===== config.mk =====
export PLATFORM = sky130hd
export DESIGN_NAME = ps2_key_gen
export DESIGN_NICKNAME = d
export VERILOG_FILES = /design/src/rtl/ps2_key_gen.sv
export SDC_FILE = /design/constraint.sdc
export NUM_CORES = 1
export LEC_CHECK = 0
export ABC_CLOCK_PERIOD_IN_PS = 2400
export CORE_MARGIN = 2
export CORE_UTILIZATION = 40
export DETAILED_ROUTE_END_ITERATION = 7
export PLACE_DENSITY = 0.61
export SLEW_MARGIN = 30
export SYNTH_ARGS = -nofsm -noshare
export SYNTH_HDL_FRONTEND = slang
export SYNTH_SLANG_ARGS = --single-unit

===== constraint.sdc =====
create_clock -name clk_sys -period 2.4 [get_ports clk_sys]
set_input_delay 0.48 -clock clk_sys [delete_from_list [all_inputs] [get_ports clk_sys]]
set_output_delay 0.48 -clock clk_sys [all_outputs]
set_load 0.1 [all_outputs]

===== src/rtl/ps2_key_gen.sv =====
// PS/2 device-to-host receiver: filters the raw pins, deserialises frames and folds E0/F0/E1 prefixes into ps2_key.
// Optional build macro PS2_TYPEMATIC_FILTER_EN suppresses repeated makes of the currently held key.
module ps2_key_gen #(
    parameter int FILTER  = 8,
    parameter int TIMEOUT = 50000
) (
    input  logic        clk_sys,
    input  logic        reset_n,
    input  logic        ps2_clk,
    input  logic        ps2_data,
    output logic [10:0] ps2_key,
    output logic        key_stb,
    output logic        frame_err
);

    localparam int FW = $clog2(FILTER + 1);
    localparam int TW = $clog2(TIMEOUT + 1);
    localparam logic [FW-1:0] FILT_LAST = FW'(FILTER - 1);
    localparam logic [TW-1:0] TO_LAST   = TW'(TIMEOUT - 1);

    typedef enum logic [1:0] {
        S_IDLE,
        S_DATA,
        S_PARITY,
        S_STOP
    } state_t;

    // Input conditioning
    logic          clk_meta;
    logic          clk_sync;
    logic          data_meta;
    logic          data_sync;
    logic          filt_clk;
    logic [FW-1:0] filt_cnt;
    logic          fall_edge;

    // Frame state machine
    state_t        state;
    state_t        state_n;
    logic [2:0]    bit_cnt;
    logic [2:0]    bit_cnt_n;
    logic [7:0]    shift;
    logic [7:0]    shift_n;
    logic          parity;
    logic          parity_n;
    logic [TW-1:0] to_cnt;
    logic [TW-1:0] to_cnt_n;
    logic          byte_ok;
    logic          frame_bad;
    logic          start_err;

    // Prefix folding and event generation
    logic          ext;
    logic          ext_n;
    logic          brk;
    logic          brk_n;
    logic [2:0]    skip;
    logic [2:0]    skip_n;
    logic [10:0]   key_n;
    logic          stb_n;
    logic          err_n;

`ifdef PS2_TYPEMATIC_FILTER_EN
    logic [8:0]    held;
    logic [8:0]    held_n;
    logic          held_vld;
    logic          held_vld_n;
    logic          repeat_make;
`endif

    always_ff @(posedge clk_sys) begin
        // NOTE: clocked state uses non-blocking assignments so every register samples pre-edge values.
        if (!reset_n) begin
            clk_meta  <= 1'b1;
            clk_sync  <= 1'b1;
            data_meta <= 1'b1;
            data_sync <= 1'b1;
        end else begin
            clk_meta  <= ps2_clk;
            clk_sync  <= clk_meta;
            data_meta <= ps2_data;
            data_sync <= data_meta;
        end
    end

    // The filtered clock only moves after FILTER consecutive disagreeing samples.
    always_ff @(posedge clk_sys) begin
        if (!reset_n) begin
            filt_clk <= 1'b1;
            filt_cnt <= '0;
        end else if (clk_sync == filt_clk) begin
            filt_cnt <= '0;
        end else if (filt_cnt == FILT_LAST) begin
            filt_clk <= clk_sync;
            filt_cnt <= '0;
        end else begin
            filt_cnt <= filt_cnt + FW'(1);
        end
    end

    assign fall_edge = filt_clk && !clk_sync && (filt_cnt == FILT_LAST);

    always_ff @(posedge clk_sys) begin
        if (!reset_n) begin
            state   <= S_IDLE;
            bit_cnt <= '0;
            shift   <= '0;
            parity  <= 1'b0;
            to_cnt  <= '0;
        end else begin
            state   <= state_n;
            bit_cnt <= bit_cnt_n;
            shift   <= shift_n;
            parity  <= parity_n;
            to_cnt  <= to_cnt_n;
        end
    end

    always_comb begin
        // NOTE: every signal gets a default first so no branch can leave a latch behind.
        state_n   = state;
        bit_cnt_n = bit_cnt;
        shift_n   = shift;
        parity_n  = parity;
        to_cnt_n  = to_cnt;
        byte_ok   = 1'b0;
        frame_bad = 1'b0;
        start_err = 1'b0;

        if (fall_edge) begin
            // A falling edge always restarts the timeout, even when it coincides with expiry.
            to_cnt_n = '0;
            case (state)
                S_IDLE: begin
                    if (!data_sync) begin
                        state_n   = S_DATA;
                        bit_cnt_n = '0;
                    end else begin
                        start_err = 1'b1;
                    end
                end
                S_DATA: begin
                    shift_n   = {data_sync, shift[7:1]};
                    bit_cnt_n = bit_cnt + 3'd1;
                    if (bit_cnt == 3'd7) begin
                        state_n = S_PARITY;
                    end
                end
                S_PARITY: begin
                    parity_n = data_sync;
                    state_n  = S_STOP;
                end
                S_STOP: begin
                    state_n = S_IDLE;
                    if (data_sync && (^{shift, parity})) begin
                        byte_ok = 1'b1;
                    end else begin
                        frame_bad = 1'b1;
                    end
                end
                default: state_n = S_IDLE;
            endcase
        end else if (state != S_IDLE) begin
            if (to_cnt == TO_LAST) begin
                state_n   = S_IDLE;
                to_cnt_n  = '0;
                frame_bad = 1'b1;
            end else begin
                to_cnt_n = to_cnt + TW'(1);
            end
        end
    end

`ifdef PS2_TYPEMATIC_FILTER_EN
    assign repeat_make = !brk && held_vld && (held == {ext, shift});
`endif

    always_comb begin
        ext_n = ext;
        brk_n = brk;
        skip_n = skip;
        key_n = ps2_key;
        stb_n = 1'b0;
        err_n = frame_bad | start_err;
`ifdef PS2_TYPEMATIC_FILTER_EN
        held_n     = held;
        held_vld_n = held_vld;
`endif

        if (frame_bad) begin
            ext_n = 1'b0;
            brk_n = 1'b0;
        end else if (byte_ok) begin
            if (skip != 3'd0) begin
                skip_n = skip - 3'd1;
            end else if (shift == 8'hE0) begin
                ext_n = 1'b1;
            end else if (shift == 8'hF0) begin
                brk_n = 1'b1;
            end else if (shift == 8'hE1) begin
                // Pause is E1 followed by seven more bytes; swallow them all.
                skip_n = 3'd7;
            end else begin
                ext_n = 1'b0;
                brk_n = 1'b0;
`ifdef PS2_TYPEMATIC_FILTER_EN
                if (!repeat_make) begin
                    key_n = {~ps2_key[10], ~brk, ext, shift};
                    stb_n = 1'b1;
                end
                if (!brk) begin
                    held_n     = {ext, shift};
                    held_vld_n = 1'b1;
                end else if (held == {ext, shift}) begin
                    held_vld_n = 1'b0;
                end
`else
                key_n = {~ps2_key[10], ~brk, ext, shift};
                stb_n = 1'b1;
`endif
            end
        end
    end

    always_ff @(posedge clk_sys) begin
        if (!reset_n) begin
            ext       <= 1'b0;
            brk       <= 1'b0;
            skip      <= '0;
            ps2_key   <= '0;
            key_stb   <= 1'b0;
            frame_err <= 1'b0;
        end else begin
            ext       <= ext_n;
            brk       <= brk_n;
            skip      <= skip_n;
            ps2_key   <= key_n;
            key_stb   <= stb_n;
            frame_err <= err_n;
        end
    end

`ifdef PS2_TYPEMATIC_FILTER_EN
    always_ff @(posedge clk_sys) begin
        if (!reset_n) begin
            held     <= '0;
            held_vld <= 1'b0;
        end else begin
            held     <= held_n;
            held_vld <= held_vld_n;
        end
    end
`endif

endmodule


Word level (Yosys, flattened, before mapping)
Index checks and enable logic that the tools add are counted.

cells by class
  add/subtract/negate cells = 4
  $mul = 0
  div/mod/pow operators = 0
  magnitude comparators = 0
  equal/unequal tests = 18
  shift-type cells = 0
  muxes and demuxes = 29
  bitwise operators = 11
  reduce and logical (&&, ||, !) cells = 25

operators by type and width
  kind                     count
  $eq A8 B8 Y1 const B     3
  $add A16 B1 Y16 const B  1
  $eq A16 B16 Y1 const B   1
  $mux W1                  16
  $mux W16                 1
  $mux W3                  5
  $ne A2 B2 Y1 const B     6
  $reduce_and A4 Y1        3
  $mux W2                  5
  $not A1 Y1               10
  $reduce_bool A2 Y1       5
  $reduce_xor A9 Y1        1
  $pmux W2 S4              1
  $ne A3 B3 Y1 const B     2
  $pmux W3 S2              1
  $reduce_and A2 Y1        3
  $reduce_and A6 Y1        1
  $reduce_or A6 Y1         1
  $reduce_and A5 Y1        1
  $add A4 B1 Y4 const B    1
  $eq A2 B2 Y1 const B     2
  $eq A4 B3 Y1 const B     1
  $reduce_or A2 Y1         2
  $add A3 B1 Y3 const B    1
  other kinds (11)         13

storage, ports and cells
  register bits = 57
  latch bits = 0
  bits in writable memories = 0
  ROM bits = 0
  output and inout bits = 13
  word-level logic and storage cells = 104
  memories kept = 0

Longest topological paths before layout
  depth after elaboration = 7
  depth in mapped cells = 9
  mapped depth without buffers = 7

Worst setup path before layout
No wires, ideal clock.

  kind = reg2reg
  start = register state[0]
  end = register to_cnt[0]
  library setup time = 0.128 ns
  arrival time = 1.823 ns
  required time = 2.272 ns
  path slack = 0.449 ns
  cell stages (with the launch flop) = 10
  buffers on the path = 2
  period minus slack after synthesis = 1.951 ns
  cell sequence = dfxtp_1 > inv_1 > ha_1 > clkbuf_1 > and4b_1 > and4_1 > nor2_1 > nand2_1 > clkbuf_1 > nor2_1

on the way
  longest elaborated chain between the ends = 1

RTL lines
  what                      line  RTL
  start: declaration        38    state_t state;
  start signal: assignment  111   state <= state_n;
  $reduce_bool A2 Y1        163   end else if (state != S_IDLE) begin
  end signal: assignment    115   to_cnt <= to_cnt_n;
  end: declaration          46    logic [TW-1:0] to_cnt;

Every way passes these cells.
A chain may end at the register's enable or synchronous reset.

Worst setup path after layout
  start = register shift[2]
  end = register skip[0]

on the way
  longest elaborated chain between the ends = 7
  elaborated cells on any way between the ends = 16

RTL lines
  what                             line  RTL
  start: declaration               42    logic [7:0] shift;
  start signal: assignment         113   shift <= shift_n;
  $reduce_xor A9 Y1                155   if (data_sync && (^{shift, parity})) begin
  $logic_and A1 B1 Y1              155
  $mux W1                          155
  $mux W1                          133   case (state)
  $mux W1                          130   if (fall_edge) begin
  $not A1 Y1 (no line)             --
  $reduce_and A5 Y1 (no line) (*)  --
  end signal: assignment           236   skip <= skip_n;
  end: declaration                 57    logic [2:0] skip;

Mark *: on every way between the ends. The rest lies on a longest branch, timed or not.

==> flow_summary.yaml <==
setup_path:
  crit_family: "XOR/XNOR gates"
  path_buf_inv: 0
  arrival_ns: 2.25
  crit_fanout: 17
  slowest_delay_ns: 0.49
  crit_required_ns: 2.65
  cp-start-kind: "register"
  cpMaxStageDelayCell: "xnor3_2"
  end_kind: "register"
  path_class: "register to register"
  path_cells: "xor2_1 -> xnor3_2 -> mux2i_4 -> nor2_2 -> a221oi_1"
detailed_routing:
  antenna_left: 0
  post_drt_wl_per_cell_um: 12.88
  num_vias: 2082
  wirelength_mm: 5.150
  dr.pass1.iters: 4
  drc: 0
  viasPerCell: 5.205
  drt_iter0_markers: 146
timing:
  worst_slew_pin_slew_ns: 0.4902
  rsz0062_at_grt: "false"
  maxSlewHeadroom_pct: 66.62
  hold_viol: 0
  min_period_ns: 2.001
  finalSetupViolCount: 0
  fin_crit_sh_pct: 83.36
  max_freq_ghz: 0.4998
  finalSetupTns_ns: 0
  fin_worst_skew_ns: 0.009281
  finalMaxSlewViolations: 0
die:
  die-width_um: 85.03
  ios: 17
  rows: 29
  initial_utilization_pct: 41.36
  core_mm2: 0.006350
  fp.dieH_um: 85.03
  dieArea_mm2: 0.007230
worst_hold_path:
  hp-class: "register to register"
pwr:
  p_leak_uw: 0.001125
  p_sw_share_pct: 22.80
  powerDensity_mw_per_mm2: 627.5
  power_switching_uw: 434.1
  power_frac_seq_pct: 49.9
  power.internal_uw: 1470
  ir_drop_mv: 0.3736
  clockPowerShare_pct: 48.4
  p_comb_share_pct: 1.7
yosys:
  synth_top_area_cell: "dfxtp_1"
  ys_top_cells_by_count: "dfxtp_1 (57), nor2_1 (32), nand3_1 (29)"
  syn_area_per_cell_um2: 8.843
  syn_nets: 313
  synth_warnings: 0
  synth-main-ff-cell: "dfxtp_1"
  synth.most_common_cell: "dfxtp_1"
  synth_edf_count: 0
  synthesis.area_mm2: 0.002626
  synthTopCellsByArea: "dfxtp_1 (43%), ha_1 (5.7%), nand3_1 (5.5%), a21oi_1 (5.3%), nor2_1 (4.6%)"
  async_reset_ff_share_pct: 0
  ys_types: 46
  synth_cells: 297
  seq_area_frac_synth_pct: 43.45
  synth_seq_cells: 57
  yosysTopAreaCellShare_pct: 43.45
global_routing:
  grt_pass1_vias: 1903
  antenna_found_initial: 0
  gr-usage-all-layers_pct: 15.19
  overflow: 0
  grt_max_degree: 19
  grt_pass1_wl_mm: 8.638
layout:
  final_nets: 334
  fill_cells: 621
  area_delta_synth_final_pct: 15.53
  fin_area_mm2: 0.003034
  utilization_pct: 47.78
  num_antenna_cells: 0
  layout-drive-gt1-share_pct: 12.38
clocking:
  cts.path.max_buffers: 2
  cts_setup_buffers: 0
  cts_resized: 0
  cts_made_buffers: 9
  clk_pin_slew_worst_paths_ns: 0.07
  cts_hold_buf: 0
  root_buffer: "clkbuf_8"
  clk_latency_ns: 0.35
  cts.sinks: 57
  cts_max_level: 3
  cts_tree: "yes"
placement:
  gp_congestion: 0.8091
  place_hpwl_mm: 3.635
  port_buffers: 16
  placed_cell_area_mm2: 0.002830
status:
  status: "completed"
job:
  drv_cap: 0
per-layer routing:
| metal | vias to the layer above | share of wire (%) | track usage [%] | routed length [µm] |
|---|---|---|---|---|
| met5 | - | 0 | 0 | 0 |
| met4 | 0 | 2.3 | 8.369 | 121 |
| met3 | 10 | 4.7 | 4.767 | 240 |
| met2 | 36 | 42 | 21.95 | 2151 |
| met1 | 951 | 51 | 20.08 | 2636 |
| li1 | 1085 | - | - | - |
power groups by stage:
| stage | Clock [µW] | Combinational (µW) | Sequential (µW) |
|---|---|---|---|
| after global routing | 988 | 36.4 | 950 |
| after CTS | 947 | 33.7 | 950 |
| after floorplan | 0 | 18.5 | 972 |
| after detailed placement | 0 | 33.5 | 972 |
| after global placement | 0 | 33.5 | 972 |
| final | 921 | 32.8 | 950 |
final timing paths:
path | slack, ns | startpoint | cells after the start | to
worst max-delay path | 0.40 | shift[2] | 5 | skip[0]
worst min register to register | 0.40 | clk_meta | 1 | clk_sync
worst max register to register | 0.40 | shift[2] | 5 | skip[0]
worst min-delay path | 0.40 | clk_meta | 1 | clk_sync
layout by cell type, fill, tap and decap left out, drive strengths merged, types with 3 or more instances in the layout:
| master | synthesis | layout |
|---|---|---|
| dfxtp | 57 | 57 |
| nor2 | 33 | 33 |
| nand3 | 29 | 29 |
| a21oi | 28 | 28 |
| nand2 | 21 | 21 |
| buf | 3 | 18 |
| o21ai | 16 | 16 |
| ha | 12 | 12 |
| inv | 11 | 12 |
| xnor2 | 10 | 10 |
| clkbuf | 8 | 10 |
| xor2 | 9 | 9 |
| nor3 | 8 | 8 |
| nand2b | 6 | 6 |
| mux2i | 4 | 4 |
| and4 | 3 | 3 |
| or3 | 3 | 3 |
| a31oi | 3 | 3 |
| clkinvlp | 0 | 3 |
| clkdlybuf4s50 | 0 | 3 |
layout make-up:
type,instances,area [µm²],share of cell area [%]
clock inverter,6,66.31,2.186
tap,77,96.34,3.175
sequential,57,1141,37.61
clock buffer,10,137.6,4.536
multi-input combinational,218,1386,45.69
inverter,11,41.29,1.361
timing repair buffer,21,165.2,5.443
registers in the layout, indices dropped and copies added, names as in the netlist:
signal,cells
shift,8
filt_cnt,4
clk_sync,1
skip,3
data_meta,1
brk,1
to_cnt,16
ps2_key,11
filt_clk,1
frame_err,1
key_stb,1
parity,1
clk_meta,1
bit_cnt,3
ext,1
data_sync,1
state,2
cell families (layout without fill, tap and decap cells):
| family | count (synthesis) | count (layout) | synth area share [%] |
|---|---|---|---|
| buffers and inverters | 22 | 48 | 3.764 |
| multiplexers | 5 | 5 | 2.572 |
| adder cells (fa/ha/maj) | 12 | 12 | 5.717 |
| AND/OR/NAND/NOR | 125 | 125 | 24.54 |
| flip-flops | 57 | 57 | 43.45 |
| XOR/XNOR | 21 | 21 | 8.099 |
| AO/OA/AOI/OAI | 55 | 55 | 11.86 |
stage by stage:
stage / instances / worst slack (ns) / hold slack (ns) / power, µW
2_1_floorplan: 297 / 0.4490 / 0.3863 / 990.2
3_3_place_gp: 384 / 0.4558 / 0.3902 / 1005
3_5_place_dp: 384 / 0.4175 / 0.3961 / 1006
4_1_cts: 400 / 0.3988 / 0.4120 / 1931
5_1_grt: 400 / 0.2265 / 0.4261 / 1974
6_report: 400 / 0.3993 / 0.4046 / 1904
worst register-to-register path, stage by stage (launching register included):
cell and delay, ns:
dfxtp_1 0.43, xor2_1 0.17, xnor3_2 0.49, mux2i_4 0.45, nor2_2 0.09, a221oi_1 0.27
No activity file was read; power rests on OpenSTA's default activity.
